## src/rtl/fu_alu_pkg.sv

```systemverilog
// fu_pkg: opcodes, flag bit positions, CDB entry type and flag packing for fu_alu
package fu_pkg;

   typedef enum logic [3:0] {
      OP_ADD  = 4'd0,
      OP_ADC  = 4'd1,
      OP_SUB  = 4'd2,
      OP_AND  = 4'd3,
      OP_OR   = 4'd4,
      OP_XOR  = 4'd5,
      OP_SHL  = 4'd6,
      OP_SHR  = 4'd7,
      OP_PASS = 4'd8,
      OP_MUL  = 4'd9
   } opcode_e;

   localparam int FLAG_C   = 0;
   localparam int FLAG_Z   = 1;
   localparam int FLAG_N   = 2;
   localparam int FLAG_V   = 3;
   localparam int FLAG_ILL = 7;

   localparam logic [3:0] CDB_IDLE_TAG = 4'h0;

   typedef struct packed {
      logic [3:0] robid;
      logic [7:0] val;
      logic [7:0] flags;
      logic [7:0] wbs;
   } cdb_entry_t;

   function automatic logic [7:0] make_flags(input logic [7:0] r, input logic c, input logic v, input logic ill);
      logic [7:0] f;
      f = '0;
      f[FLAG_C]   = c;
      f[FLAG_Z]   = r == 8'h00;
      f[FLAG_N]   = r[7];
      f[FLAG_V]   = v;
      f[FLAG_ILL] = ill;
      return f;
   endfunction

endpackage

```

## src/rtl/fu_alu_if.sv

```systemverilog
// fu_alu_if: FU issue bus plus CDB request/grant/result bus
interface fu_alu_if;
   logic            futransmit;
   logic [7:0]      operand;
   logic [7:0]      wbs;
   logic [1:0][7:0] depvals;
   logic [7:0]      flag;
   logic [3:0]      robid;
   logic            fu_busy;
   logic            cdb_req;
   logic            cdb_grant;
   logic [3:0]      cdb_robid;
   logic [7:0]      cdb_val;
   logic [7:0]      cdb_flags;
   logic [7:0]      cdb_wbs;

   modport master (
      output futransmit, operand, wbs, depvals, flag, robid, cdb_grant,
      input  fu_busy, cdb_req, cdb_robid, cdb_val, cdb_flags, cdb_wbs
   );

   modport slave (
      input  futransmit, operand, wbs, depvals, flag, robid, cdb_grant,
      output fu_busy, cdb_req, cdb_robid, cdb_val, cdb_flags, cdb_wbs
   );
endinterface

```

## src/rtl/fu_alu_result_fifo.sv

```systemverilog
// fu_result_fifo: completion-ordered result queue with wrap-bit pointers
module fu_result_fifo
   import fu_pkg::*;
#(
   parameter int  DEPTH = 2,
   parameter type T     = cdb_entry_t
) (
   input  logic                   clk,
   input  logic                   rst,
   input  logic                   push,
   input  T                       din,
   input  logic                   pop,
   output T                       dout,
   output logic                   full,
   output logic                   empty,
   output logic [$clog2(DEPTH):0] count
);
   localparam int AW = $clog2(DEPTH);

   T           mem [DEPTH];
   logic [AW:0] wp, rp;
   logic        do_push, do_pop;

   assign empty   = wp == rp;
   assign full    = wp == {~rp[AW], rp[AW-1:0]};
   assign count   = wp - rp;
   assign do_pop  = pop && !empty;
   assign do_push = push && (!full || do_pop);
   assign dout    = mem[rp[AW-1:0]];

   // pointer advance; a pop on an empty queue is dropped so results never bypass storage
   always_ff @(posedge clk) begin
      if (rst) begin
         wp <= '0;
         rp <= '0;
      end else begin
         if (do_push) wp <= wp + 1'b1;
         if (do_pop) rp <= rp + 1'b1;
      end
   end

   // entry storage written at the tail; contents are don't-care until pushed
   always_ff @(posedge clk) begin
      if (do_push) mem[wp[AW-1:0]] <= din;
   end
endmodule

```

## src/rtl/fu_alu.sv

```systemverilog
// fu_alu: 8-bit integer FU feeding the CDB through a result queue; define FU_MUL_EN to build the multiplier
module fu_alu
   import fu_pkg::*;
#(
   parameter int RQ_DEPTH = 2,
   parameter int MUL_LAT  = 3
) (
   input logic     clk,
   input logic     rst,
   fu_alu_if.slave bus
);
   localparam int CW = $clog2(RQ_DEPTH) + 1;

   logic [3:0]    op;
   logic [7:0]    a, b, res;
   logic [8:0]    add_w, sub_w, shl_w, shr_w;
   logic          c, v, accept, is_mul, alu_ill, push, pop, full, empty, mul_active;
   logic [CW-1:0] count;
   cdb_entry_t    alu_e, push_e, head;

   assign op     = bus.operand[3:0];
   assign a      = bus.depvals[0];
   assign b      = bus.depvals[1];
   assign is_mul = op == OP_MUL;
   assign accept = bus.futransmit && !bus.fu_busy;
   assign pop    = bus.cdb_req && bus.cdb_grant;

   // single-cycle datapath; illegal codes fall through to a zero result
   always_comb begin
      add_w = {1'b0, a} + {1'b0, b} + {8'h00, op == OP_ADC && bus.flag[0]};
      sub_w = {1'b0, a} - {1'b0, b};
      shl_w = {1'b0, a} << b[2:0];
      shr_w = {a, 1'b0} >> b[2:0];
      res   = (op == OP_ADD || op == OP_ADC) ? add_w[7:0] :
              op == OP_SUB  ? sub_w[7:0] :
              op == OP_AND  ? a & b :
              op == OP_OR   ? a | b :
              op == OP_XOR  ? a ^ b :
              op == OP_SHL  ? shl_w[7:0] :
              op == OP_SHR  ? shr_w[8:1] :
              op == OP_PASS ? b : 8'h00;
      c     = (op == OP_ADD || op == OP_ADC) ? add_w[8] :
              op == OP_SUB ? sub_w[8] :
              op == OP_SHL ? shl_w[8] :
              op == OP_SHR ? shr_w[0] : 1'b0;
      v     = (op == OP_ADD || op == OP_ADC) ? (a[7] == b[7]) && (res[7] != a[7]) :
              op == OP_SUB ? (a[7] != b[7]) && (res[7] != a[7]) : 1'b0;
      alu_e = '{robid: bus.robid, val: res, flags: make_flags(res, c, v, alu_ill), wbs: bus.wbs};
   end

`ifdef FU_MUL_EN
   localparam logic [0:0] S_IDLE = 1'b0;
   localparam logic [0:0] S_MUL  = 1'b1;

   logic [0:0] state;
   logic [7:0] cnt, ma, mb, prod, m_wbs;
   logic [3:0] m_robid;
   cdb_entry_t mul_e;

   // multiplier: latch on issue, count MUL_LAT down, write the queue at zero and return to idle
   always_ff @(posedge clk) begin
      if (rst) begin
         state <= S_IDLE;
         cnt   <= '0;
      end else if (state == S_IDLE) begin
         if (accept && is_mul) begin
            state   <= S_MUL;
            cnt     <= MUL_LAT[7:0];
            ma      <= a;
            mb      <= b;
            m_robid <= bus.robid;
            m_wbs   <= bus.wbs;
         end
      end else if (cnt == 8'd0) begin
         state <= S_IDLE;
      end else begin
         cnt <= cnt - 8'd1;
      end
   end

   assign mul_active = state == S_MUL;
   assign prod       = ma * mb;
   assign mul_e      = '{robid: m_robid, val: prod, flags: make_flags(prod, 1'b0, 1'b0, 1'b0), wbs: m_wbs};
   assign alu_ill    = op > OP_MUL;
   assign push       = (accept && !is_mul) || (mul_active && cnt == 8'd0);
   assign push_e     = mul_active ? mul_e : alu_e;
`else
   assign mul_active = 1'b0;
   assign alu_ill    = is_mul || op > OP_MUL;
   assign push       = accept;
   assign push_e     = alu_e;
`endif

   // every accepted op owns a queue slot, so a push never meets a full queue
   assign bus.fu_busy = 32'(count) + 32'(mul_active) >= 32'(RQ_DEPTH) || mul_active;

   fu_result_fifo #(.DEPTH(RQ_DEPTH), .T(cdb_entry_t)) rq (
      .clk   (clk),
      .rst   (rst),
      .push  (push),
      .din   (push_e),
      .pop   (pop),
      .dout  (head),
      .full  (full),
      .empty (empty),
      .count (count)
   );

   assign bus.cdb_req   = !empty;
   assign bus.cdb_robid = empty ? CDB_IDLE_TAG : head.robid;
   assign bus.cdb_val   = empty ? 8'h00 : head.val;
   assign bus.cdb_flags = empty ? 8'h00 : head.flags;
   assign bus.cdb_wbs   = empty ? 8'h00 : head.wbs;
endmodule

```

## src/flat_wrapper.sv

```systemverilog
// flat-port wrapper written by rule: the top's interface ports become plain ports
module fu_alu_flat import fu_pkg::*;
#(
   parameter int RQ_DEPTH = 2,
   parameter int MUL_LAT  = 3
)
  (clk, rst, bus_futransmit, bus_operand, bus_wbs, bus_depvals, bus_flag, bus_robid, bus_cdb_grant, bus_fu_busy, bus_cdb_req, bus_cdb_robid, bus_cdb_val, bus_cdb_flags, bus_cdb_wbs);
  fu_alu_if bus_i ();
  input logic clk;
  input logic rst;
  input wire logic [$bits(bus_i.futransmit)-1:0] bus_futransmit;
  input wire logic [$bits(bus_i.operand)-1:0] bus_operand;
  input wire logic [$bits(bus_i.wbs)-1:0] bus_wbs;
  input wire logic [$bits(bus_i.depvals)-1:0] bus_depvals;
  input wire logic [$bits(bus_i.flag)-1:0] bus_flag;
  input wire logic [$bits(bus_i.robid)-1:0] bus_robid;
  input wire logic [$bits(bus_i.cdb_grant)-1:0] bus_cdb_grant;
  output wire logic [$bits(bus_i.fu_busy)-1:0] bus_fu_busy;
  output wire logic [$bits(bus_i.cdb_req)-1:0] bus_cdb_req;
  output wire logic [$bits(bus_i.cdb_robid)-1:0] bus_cdb_robid;
  output wire logic [$bits(bus_i.cdb_val)-1:0] bus_cdb_val;
  output wire logic [$bits(bus_i.cdb_flags)-1:0] bus_cdb_flags;
  output wire logic [$bits(bus_i.cdb_wbs)-1:0] bus_cdb_wbs;
  assign bus_i.futransmit = bus_futransmit;
  assign bus_i.operand = bus_operand;
  assign bus_i.wbs = bus_wbs;
  assign bus_i.depvals = bus_depvals;
  assign bus_i.flag = bus_flag;
  assign bus_i.robid = bus_robid;
  assign bus_i.cdb_grant = bus_cdb_grant;
  assign bus_fu_busy = bus_i.fu_busy;
  assign bus_cdb_req = bus_i.cdb_req;
  assign bus_cdb_robid = bus_i.cdb_robid;
  assign bus_cdb_val = bus_i.cdb_val;
  assign bus_cdb_flags = bus_i.cdb_flags;
  assign bus_cdb_wbs = bus_i.cdb_wbs;
  fu_alu #(.RQ_DEPTH(RQ_DEPTH), .MUL_LAT(MUL_LAT)) u_core (.clk(clk), .rst(rst), .bus(bus_i));
endmodule
```

## config.mk

```make
export PLATFORM = sky130hd
export DESIGN_NAME = fu_alu_flat
export DESIGN_NICKNAME = d
export VERILOG_FILES = /design/src/rtl/fu_alu_pkg.sv /design/src/rtl/fu_alu_if.sv /design/src/rtl/fu_alu_result_fifo.sv /design/src/rtl/fu_alu.sv /design/src/flat_wrapper.sv
export SDC_FILE = /design/constraint.sdc
export NUM_CORES = 1
export LEC_CHECK = 0
export BUFFER_PORTS_ARGS = -buffer_cell sky130_fd_sc_hd__buf_2
export CORE_UTILIZATION = 34
export DETAILED_ROUTE_END_ITERATION = 8
export GPL_TIMING_DRIVEN = 0
export PLACE_DENSITY = 0.61
export SLEW_MARGIN = 25
export SYNTH_ARGS = -nofsm -noshare
export SYNTH_HDL_FRONTEND = slang
export SYNTH_HIERARCHICAL = 1
export SYNTH_SLANG_ARGS = --single-unit
```

## constraint.sdc

```tcl
create_clock -name clk -period 4.11 [get_ports clk]
set_input_delay 0.822 -clock clk [delete_from_list [all_inputs] [get_ports clk]]
set_output_delay 0.822 -clock clk [all_outputs]
set_load 0.01 [all_outputs]
```

### Word level (Yosys, flattened, before mapping)

Memory sizes are Yosys's and may differ from the RTL's. A register that Yosys moved wholly into a read port is not among the register bits.
Index checks and enable logic that the tools add are counted.

* ROM bits: 0
* output and inout port bits: 30
* register bits after elaboration: 4
* bits in writable memories: 50
* latch bits: 0
* bits of input ports: 48
* memories: 1

* muxes and demuxes: 22
* multipliers: 0
* divide/modulo/power cells: 0
* $add $sub $neg: 6
* shift-type cells: 2
* eq/ne operators: 14
* order comparisons: 2
* bitwise operators: 4
* reduce and logical (&&, ||, !) cells: 15

Memories
* u_core.rq.mem: depth 2, bits a word 25, rd ports 1, clocked after Yosys merged registers in 1, wr ports 1, RTL line fu_alu_result_fifo.sv:20 `T mem [DEPTH];`

Operators by type and width (count)
* 8-bit 2-to-1 mux: 11
* 4-bit by 3-bit == test with 1-bit output, second input constant: 4
* 1-bit 2-to-1 mux: 10
* 8-bit by 8-bit adder with 9-bit output: 1
* 9-bit by 1-bit adder with 9-bit output: 1
* 8-bit by 3-bit << shifter with 9-bit output: 1
* 9-bit by 3-bit >> shifter with 9-bit output: 1
* 8-bit by 8-bit subtractor with 9-bit output: 1
* 8-bit bitwise AND: 1
* 4-bit by 2-bit == test with 1-bit output, second input constant: 2
* 4-bit == test, second input constant: 2
* 8-bit zero test: 1
* 8-bit bitwise OR: 1
* 8-bit XOR: 1
* 1-bit logical AND: 7
* 2-bit by 1-bit adder with 2-bit output, second input constant: 2
* 2-bit == test: 2
* 4-bit by 1-bit == test with 1-bit output, second input constant: 1
* 4-bit greater-than comparator, second input constant: 1
* 4-bit zero test: 1
* 4-bit 2-to-1 mux: 1
* 1-bit zero test: 3
* 1-bit logical OR: 3
* 2-bit greater-or-equal comparator, second input constant: 1
* other kinds (4): 5

### Logic depth before layout (Yosys ltp)

Gate-level depths: netlist of run 1.

* depth after elaboration: 13
* depth in mapped cells: 13
* depth with buffers taken out: 10

### Cells and area by module

The synthesis of run 1 kept the hierarchy.

Modules (own cells, without submodules)
* fu_result_fifo: sequential area each 1781.7 µm², area an instance 2338.5 µm², instances 1, cells each 120
* fu_alu: sequential area each 0.0 µm², area an instance 2314.7 µm², instances 1, cells each 320

### Least setup slack after synthesis of run 1

OpenSTA, ideal clock, no wires.

* path type: in2reg
* start point: in bus_operand[1]
* end point: mem u_core/rq/mem[0][9] (netlist name), data pin
* library setup time: 0.182 ns
* setup slack: -0.261 ns
* data arrival time: 4.189 ns
* required time: 3.928 ns
* cell stages on the path: 13
* path through: buf_2 clkbuf_1 clkbuf_1 nor3_1 and3_1 fa_1 fa_1 nand3_1 and3b_1 nor3_1 or4b_4 or4_4 nor4_2

RTL lines
* from (decl): RTL line flat_wrapper.sv:12 `input wire logic [$bits(bus_i.operand)-1:0] bus_operand;`
* to (decl): RTL line fu_alu_result_fifo.sv:20

==> results of run 1 <==
-- repair_timing --
item,in CTS,in global routing
setup endpoints to repair,2,2
setup buffers,0,0
gates resized for setup,5,7
-- stage by stage --
stage | worst slack (ps) | setup TNS, ps | hold WS [ps]
floorplan | 5.45 | 0 | 497
global placement | -594 | -1300 | 524
detailed placement | -672 | -1570 | 534
CTS | 14.7 | 0 | 543
global route | 3.55 | 0 | 567
finish | 161 | 0 | 541
-- cell families (layout without fill, tap and decap cells) --
group,count (synthesis),in the layout
muxes,54,54
other,1,6
buffers and inverters,58,133
AOI/OAI and AO/OA,86,86
DFF,61,61
and+or+nand+nor,145,145
xor gates and xnor gates,6,6
adders and majority gates,29,29
-- state kept, by name, indices dropped and copies added (netlist names), named ones only --
register and count:
u_core/rq/wp 2, u_core/rq/mem 56, u_core/rq/rp 2
-- layout make-up --
cell class,count,share of cell area (%)
inverter,27,1.91
timing repair buffer,65,5.91
clock inverter,5,0.500
tap,176,4.00
sequential,61,32.4
buffer,25,2.66
clock buffer,11,4.23
multi-input combinational,326,48.4
-- worst reg2reg max path: stages, from the launching register on --
cell	delay, ps
dfxtp_1	390
inv_1	110
ha_1	360
and2_1	180
clkbuf_1	230
nor2b_1	430
o311a_2	750
-- power breakdown --
part | switching [W] | internal, W | total, W
clock network | 0.000247 | 0.000402 | 0.000649
logic | 0.000635 | 0.000467 | 0.00110
registers | 0.0000415 | 0.000877 | 0.000919
total | 0.000923 | 0.00175 | 0.00267
-- cells in the final DEF (no fill, tap or decap), types with 4 or more instances in the layout --
| cell type | instances |
|---|---|
| o21bai_1 | 6 |
| mux2i_1 | 14 |
| mux4_2 | 4 |
| a211oi_1 | 5 |
| buf_2 | 74 |
| nor2_1 | 23 |
| edfxtp_1 | 56 |
| nor3_1 | 7 |
| nand2_1 | 22 |
| nand3b_1 | 5 |
| nand3_1 | 8 |
| or4_1 | 4 |
| a221o_1 | 4 |
| ha_1 | 26 |
| clkbuf_1 | 11 |
| conb_1 | 6 |
| o221ai_1 | 5 |
| xnor2_1 | 4 |
| mux2_2 | 33 |
| nor2b_1 | 38 |
| inv_1 | 26 |
| o21ai_0 | 10 |
| nand4b_1 | 4 |
| clkbuf_16 | 9 |
| dfxtp_1 | 5 |
| a21oi_1 | 17 |
| nand2b_1 | 7 |
| clkinv_2 | 4 |
-- worst max-delay path by stage --
| stage | from | to | slack [ps] |
|---|---|---|---|
| finish | bus_operand[3] | u_core/rq/mem[1][9] | 160 |
| global route | bus_operand[1] | u_core/rq/mem[1][9] | 4 |
| CTS | bus_operand[3] | u_core/rq/mem[0][9] | 10 |
| detailed placement | bus_operand[2] | u_core/rq/mem[1][9] | -670 |
| global placement | bus_operand[2] | u_core/rq/mem[0][9] | -590 |
| floorplan | bus_operand[0] | u_core/rq/mem[0][9] | 5 |
-- metal layers --
layer / vias up / routed length, um / part of all wire [%]
met1: 1814 / 5390 / 46
met2: 134 / 5650 / 48
li1: 1789 / - / -
met3: 16 / 573 / 4.8
met4: 0 / 208 / 1.8
met5: - / 0 / 0
==> impl_metrics.tcl, run 1 <==
set metrics [dict create \
    cp_cell_sequence "buf_2 > buf_6 > buf_6 > nor3_2 > and3_1 > fa_1 > fa_2 > nand3_1 > and3b_1 > nor3_1 > or4b_4 > or4_4 > nor4_4" \
    clock_skew_ps 6.76 \
    synth_top_family_by_area "simple AND/OR/NAND/NOR gates" \
    place.gp.congestion 0.886 \
    finalInstanceArea_um2 5500 \
    vias 3753 \
    synth_area_um2 4650 \
    dp.cells 686 \
    yosysMostFrequentCell "edfxtp_1" \
    synth_compound_area_share_pct 14.0 \
    synth-simple-area-share_pct 18.6 \
    rows 42 \
    grt_use_met3_pct 2.01 \
    fin_cells 696 \
    multi_input_area_um2 2670 \
    worstPathMaxFanout 10 \
    cts_tree "built" \
    grt_pass1_vias 3670 \
    syn_to_final_growth_pct 18.3 \
    drtAntennaViolNets 0 \
    crit_top_cell "buf_6" \
    finalWirelength_um 11800 \
    min_from "u_core/rq/wp[1]" \
    drt_first_pass_iters 4 \
    drtIter0Drc 342 \
    netlist_top_cells_area "edfxtp_1, mux2_2, ha_1, nor2b_1, mux2i_1" \
    criticalPathCategory "input pin to register" \
    synthCells 440 \
    core_um2 13300 \
    cap_violations 0 \
    grt_max_degree 30 \
    critPathTopFamily "simple AND/OR/NAND/NOR gates" \
    antenna_found_initial 0 \
    fin_crit_sh_pct 96.1 \
    grt_use_met1_pct 22.9 \
    final_util_pct 41.4 \
    floorplan.die_area_um2 14200 \
    yosys.area_share.adder_pct 8.28 \
    ir_drop_v 0.000218 \
    ctsLongestPathBuffers 2 \
    status "finished clean" \
    r2r_start "u_core/rq/wp[0]" \
    fmax_ghz 0.253 \
    synth_mux_area_share_pct 14.1 \
    die_h_um 119 \
    tightest_slew_ps 745 \
    min_path_cells 2 \
    startpoint_type "input pin" \
    ys.flop_type "edfxtp_1" \
    rsz0062_at_grt "false" \
    timing.rr.end "u_core/rq/mem[0][15]" \
    fillCellCount 1273 \
    overflow 0 \
    end_kind "register" \
    nets 592 \
    die-width_um 119 \
    busiest_layer "met2" \
    clk_latency_ps 320 \
    ys_seq_area_share_pct 38.3 \
    ys_top_cells_by_count "edfxtp_1, nor2b_1, mux2_2" \
    drc 0 \
    hp-class "register to register" \
    met2_usage_pct 28.2 \
    min_to "u_core/rq/rp[1]" \
    htreeDepth 3 \
    p_leak_nw 2.21 \
    max_stage_delay_ps 580 \
    numCtsBuffers 9 \
    grtUsageTotal_pct 17.1 \
    async_flop_share_pct 0 \
    cp.required_ps 4250 \
    finalSetupViolCount 0 \
    worst-path-buf-inv 3 \
    final_max_slew_viol_count 0 \
    diodes 0 \
    slew_headroom_pct 50.4 \
    placed_area_um2 5240 \
    cp_slowest_cell "or4_4" \
    synth_area_per_cell_um2 10.6 \
    hpwl_um 8980 \
    wl_per_cell_um 17.0 \
    clk_pin_slew_worst_paths_ps 50 \
    start_util_pct 35.0 \
    hold_viol_final 0 \
    cts.sinks 61 \
    period_needed_ps 3950 \
    reg2reg_slack_ps 1270 \
    ys_seq_elements 61 \
    synth-edff-count 56 \
    synth_top_cell_area_share_pct 36.1 \
    path_depth 13 \
    ys.warnings.count 6 \
    yosys.cell_types.count 72 \
    vias_per_cell 5.39 \
    layout-drive-gt1-share_pct 27.9 \
    grt_pass1_wl_um 18900 \
    synthXorXnorAreaFrac_pct 1.29 \
    regArea_um2 1780 \
    power.total_w 0.00267 \
    cts.hold.buffers_added 0 \
    root_buffer "clkbuf_16" \
    pin_count 78 \
    reg2reg_depth 6 \
    synth_top_cell_by_area "edfxtp_1" \
    p_per_area_nw_per_um2 485 \
    port-buffer-count 64 \
    worstPathArrival_ps 4090 \
]
(Power assumes the default switching activity.)
==> run 2: changes to the inputs <==
--- a/config.mk
+++ b/config.mk
@@ -6,10 +6,11 @@
 export NUM_CORES = 1
 export LEC_CHECK = 0
 export BUFFER_PORTS_ARGS = -buffer_cell sky130_fd_sc_hd__buf_2
-export CORE_UTILIZATION = 34
+export CORE_UTILIZATION = 25
 export DETAILED_ROUTE_END_ITERATION = 8
 export GPL_TIMING_DRIVEN = 0
-export PLACE_DENSITY = 0.61
+export PLACE_DENSITY = 0.49
+export REMOVE_ABC_BUFFERS = 1
 export SLEW_MARGIN = 25
 export SYNTH_ARGS = -nofsm -noshare
 export SYNTH_HDL_FRONTEND = slang
==> impl_metrics.tcl, run 2 (synthesis results as in run 1) <==
set metrics [dict create \
    status "finished, violations left" \
    violations "design-rule violations" \
    tightest_slew_ps 810 \
    period_needed_ps 3950 \
    final_max_slew_viol_count 0 \
    hpwl_um 8560 \
    drt_first_pass_iters 6 \
    antenna_found_initial 1 \
    ctsResizeCount 3 \
    overflow 0 \
    grt_pass1_wl_um 19100 \
    dp.cells 710 \
    criticalPathCategory "input pin to register" \
    ir_drop_v 0.000194 \
    finalSetupViolCount 0 \
    port-buffer-count 66 \
    drc 20 \
    worstPathArrival_ps 4080 \
    drtIter0Drc 251 \
    cts_tree "built" \
    clk_latency_ps 320 \
    grt_max_degree 47 \
    hp-class "register to register" \
    r2r_start "u_core/rq/wp[0]" \
    fmax_ghz 0.253 \
    end_kind "register" \
    mostFrequentLayoutCell "buf_2" \
    fillCellCount 1859 \
    core_um2 18100 \
    vias 3627 \
    syn_to_final_growth_pct 18.3 \
    startpoint "bus_operand[2]" \
    cts.hold.buffers_added 0 \
    grtUsageTotal_pct 12.6 \
    clock_skew_ps 2.71 \
    p_per_area_nw_per_um2 505 \
    wl_per_cell_um 16.5 \
    fin_cells 726 \
    fin_crit_sh_pct 96.2 \
    floorplan.die_area_um2 19200 \
    drtAntennaViolNets 0 \
    mostFrequentLayoutCells "buf_2, edfxtp_1, nor2b_1, mux2_2" \
    worstPathMaxFanout 30 \
    p_leak_nw 2.17 \
    numCtsBuffers 9 \
    grt_pass1_vias 3548 \
    layout-drive-gt1-share_pct 26.6 \
    finalWirelength_um 12000 \
    vias_per_cell 5.00 \
    place.gp.congestion 0.897 \
    cap_violations 0 \
    final_util_pct 30.4 \
    rsz0062_at_grt "false" \
    start_util_pct 25.7 \
    rows 49 \
    startpoint_type "input pin" \
    pin_count 78 \
    htreeDepth 3 \
    largest_register_ffs 56 \
    root_buffer "clkbuf_16" \
    post_cts_buffers 0 \
    hold_viol_final 0 \
    power.total_w 0.00278 \
    min_from "u_core/rq/wp[1]" \
    die-width_um 138 \
    cts.sinks 61 \
    nets 569 \
    slew_headroom_pct 45.9 \
    ctsLongestPathBuffers 2 \
    cp.required_ps 4230 \
    die_h_um 138 \
    diodes 0 \
    clk_pin_slew_worst_paths_ps 50 \
]
-- run 2: cell count changes in the layout (fill, tap and decap cells not counted), sizes merged --
cell      change
clkinvlp      -1
bufinv        +2
clkbuf       -10
buf          -14
-- run 2: area by class of cell --
| class | instances | area, um2 | share of cell area (%) |
|---|---|---|---|
| timing repair buffer | 67 | 368 | 6.68 |
| sequential | 61 | 1780 | 32.4 |
| clock inverter | 6 | 77.6 | 1.41 |
| tap | 229 | 287 | 5.21 |
| clock buffer | 10 | 229 | 4.16 |
| multi-input combinational | 326 | 2660 | 48.2 |
| inverter | 27 | 105 | 1.91 |
-- run 2: worst paths after layout --
| check | endpoint | slack [ps] | cells after the start |
|---|---|---|---|
| setup / recovery | u_core/rq/mem[0][9] | 160 | 11 |
| hold / removal | u_core/rq/rp[1] | 560 | 2 |
| setup reg to reg | u_core/rq/wp[1] | 1320 | 6 |
| hold reg to reg | u_core/rq/rp[1] | 560 | 2 |
-- run 2: metal layers --
metal / vias to the layer above / track usage [%] / part of all wire, %
met2: 111 / 20.0 / 45
met5: - / 0 / 0.11
li1: 1733 / - / -
met1: 1769 / 17.2 / 47
met4: 2 / 4.38 / 1.3
met3: 12 / 2.29 / 5.8
-- run 2: worst max-delay path, cell delays in order --
cell and delay, ps:
buf_4 290, nor3_2 130, and3_1 230, fa_1 440
fa_1 440, nand3_1 140, and3b_1 170, nor3_1 50
or4b_4 540, or4_4 550, nor4_2 280
-- run 2: per-stage QoR --
step           setup WS, ps  cell area, um2  setup TNS, ps  hold slack [ps]
2_1_floorplan           521            4520              0              497
3_3_place_gp           -433            5140           -867              523
3_5_place_dp           -487            5180          -1090              557
4_1_cts                49.5            5490              0              567
5_1_grt                17.9            5500              0              606
6_report                158            5500              0              563
-- run 2: power by group --
| group | internal (W) | total (W) | switching, W |
|---|---|---|---|
| combinational | 0.000469 | 0.00107 | 0.000599 |
| sequential | 0.000876 | 0.000949 | 0.0000726 |
| clock | 0.000523 | 0.000762 | 0.000239 |
| total | 0.00187 | 0.00278 | 0.000910 |
==> run 3: changes to the inputs <==
--- a/config.mk
+++ b/config.mk
@@ -5,13 +5,13 @@
 export SDC_FILE = /design/constraint.sdc
 export NUM_CORES = 1
 export LEC_CHECK = 0
+export ABC_AREA = 1
 export BUFFER_PORTS_ARGS = -buffer_cell sky130_fd_sc_hd__buf_2
 export CORE_UTILIZATION = 25
 export DETAILED_ROUTE_END_ITERATION = 8
 export GPL_TIMING_DRIVEN = 0
 export PLACE_DENSITY = 0.49
 export REMOVE_ABC_BUFFERS = 1
-export SLEW_MARGIN = 25
 export SYNTH_ARGS = -nofsm -noshare
 export SYNTH_HDL_FRONTEND = slang
 export SYNTH_HIERARCHICAL = 1
==> impl_metrics.tcl, run 3 <==
set metrics [dict create \
    status "finished clean" \
    pwr-share-comb_pct 30.2 \
    final_util_pct 30.5 \
    core_um2 17400 \
    finalSetupViolCount 0 \
    critPathTopFamily "buffers and inverters" \
    die_h_um 136 \
    hold_viol_final 0 \
    port-buffer-count 66 \
    vias 3741 \
    start_util_pct 25.7 \
    min_from "u_core/rq/wp[1]" \
    grt_pass1_vias 3591 \
    ir_drop_v 0.000231 \
    cap_violations 0 \
    grt_pass1_wl_um 18100 \
    cp_cell_sequence "inv_1 > ha_1 > nand2_2 > inv_1 > nor2_1 > inv_1 > nand4_2 > nand3_1 > inv_1" \
    fin_crit_sh_pct 82.6 \
    p_leak_nw 2.46 \
    p_seq_share_pct 38.0 \
    end_kind "register" \
    startpoint "u_core/rq/wp[0]" \
    cts.sinks 61 \
    drtAntennaViolNets 0 \
    worst-path-buf-inv 4 \
    largest_register_ffs 56 \
    fmax_ghz 0.294 \
    fin_ws_ps 714 \
    pin_count 78 \
    finalWirelength_um 11100 \
    hp-class "register to register" \
    clock_power_share_pct 31.8 \
    cts_tree "built" \
    slew_headroom_pct 12.4 \
    rows 48 \
    ys.warnings.count 6 \
    synth_area_per_cell_um2 8.02 \
    tightest_slew_ps 1310 \
    ctsResizeCount 0 \
    rsz0062_at_grt "false" \
    htreeDepth 3 \
    nets 701 \
    drc 0 \
    p_int_w 0.00150 \
    numCtsBuffers 9 \
    grt_max_degree 31 \
    criticalPathCategory "register to register" \
    final_max_slew_viol_count 0 \
    ctsLongestPathBuffers 2 \
    die-width_um 136 \
    max_stage_delay_ps 860 \
    worstPathMaxFanout 30 \
    overflow 0 \
    antenna_found_initial 0 \
    drtIter0Drc 185 \
    clk_pin_slew_worst_paths_ps 50 \
    post_cts_buffers 0 \
    syn_to_final_growth_pct 18.5 \
    p_per_area_nw_per_um2 415 \
    fillCellCount 1886 \
    worstPathArrival_ps 3330 \
    period_needed_ps 3400 \
    synthCells 557 \
    cts.hold.buffers_added 0 \
    clock_skew_ps 5.76 \
    hpwl_um 8360 \
    diodes 0 \
    cp.required_ps 4040 \
    clk_latency_ps 320 \
    grtUsageTotal_pct 12.6 \
    drt_first_pass_iters 4 \
    layout-drive-gt1-share_pct 22.3 \
    r2r_start "u_core/rq/wp[0]" \
    place_worst_setup_slack_ps 591 \
    setup-tns-final_ps 0 \
    cp_slowest_cell "inv_1" \
    wl_per_cell_um 13.0 \
    synth_area_um2 4470 \
    mostFrequentLayoutCell "nand2_1" \
    power.total_w 0.00220 \
    switching_share_pct 31.6 \
    place.gp.congestion 0.882 \
    root_buffer "clkbuf_16" \
    power_switching_w 0.000695 \
    startpoint_type "register" \
    vias_per_cell 4.38 \
    floorplan.die_area_um2 18400 \
    crit_top_cell "inv_1" \
    mostFrequentLayoutCells "nand2_1, nor2_1, inv_1, buf_2, edfxtp_1" \
]
## run 3: cell types whose count changed in the layout (fill, tap and decap cells not counted), moves of 8 or more
cell | previous run | this run
nand2_1 | 22 | 109
a21oi_1 | 17 | 25
mux2i_1 | 14 | 0
inv_1 | 26 | 73
nand3_1 | 8 | 54
nor2_1 | 23 | 83
nor2b_1 | 38 | 0
nand2_2 | 0 | 9
inv_2 | 0 | 10
nand4_1 | 2 | 15
## run 3: stage by stage
step | cell area, um2 | cells | hold slack [ps]
after global routing | 5290 | 854 | 548
after floorplan | 4390 | 547 | 470
after detailed placement | 5010 | 838 | 509
after CTS | 5290 | 854 | 519
final | 5290 | 854 | 513
after global placement | 5000 | 838 | 508
## run 3: path summary, 6_finish.rpt
check                          to  slack, ps  cells past startpoint
max          u_core/rq/mem[1][23]        710                      9
min               u_core/rq/wp[1]        510                      2
max reg2reg  u_core/rq/mem[1][23]        710                      9
min reg2reg       u_core/rq/wp[1]        510                      2
## run 3: final cells by class
class	instances	area, um2	area share [%]
Multi-Input combinational cell	402	2300	43.5
Sequential cell	61	1780	33.7
Timing Repair Buffer	66	330	6.24
Inverter	84	317	5.98
Tap cell	225	282	5.32
Clock buffer	9	225	4.26
Clock inverter	7	56.3	1.06
## run 3: tightest hold or removal path, cell delays in order (launching register included)
cell,delay (ps)
dfxtp_1,340
nand2_1,80
a21oi_1,50
## run 3: per-layer routing
metal / GRT usage (%) / up-vias / part of all wire (%)
met4: 4.06 / 0 / 1.1
li1: - / 1948 / -
met2: 19.9 / 119 / 43
met5: 0 / - / 0
met1: 17.3 / 1664 / 50
met3: 2.36 / 10 / 6.2
## run 3: power groups by stage
stage | clock network (W) | logic, W | registers (W)
floorplan | 0 | 0.000438 | 0.000835
global placement | 0 | 0.000671 | 0.000850
detailed placement | 0 | 0.000672 | 0.000849
CTS | 0.000718 | 0.000675 | 0.000837
global route | 0.000747 | 0.000755 | 0.000846
finish | 0.000699 | 0.000663 | 0.000835
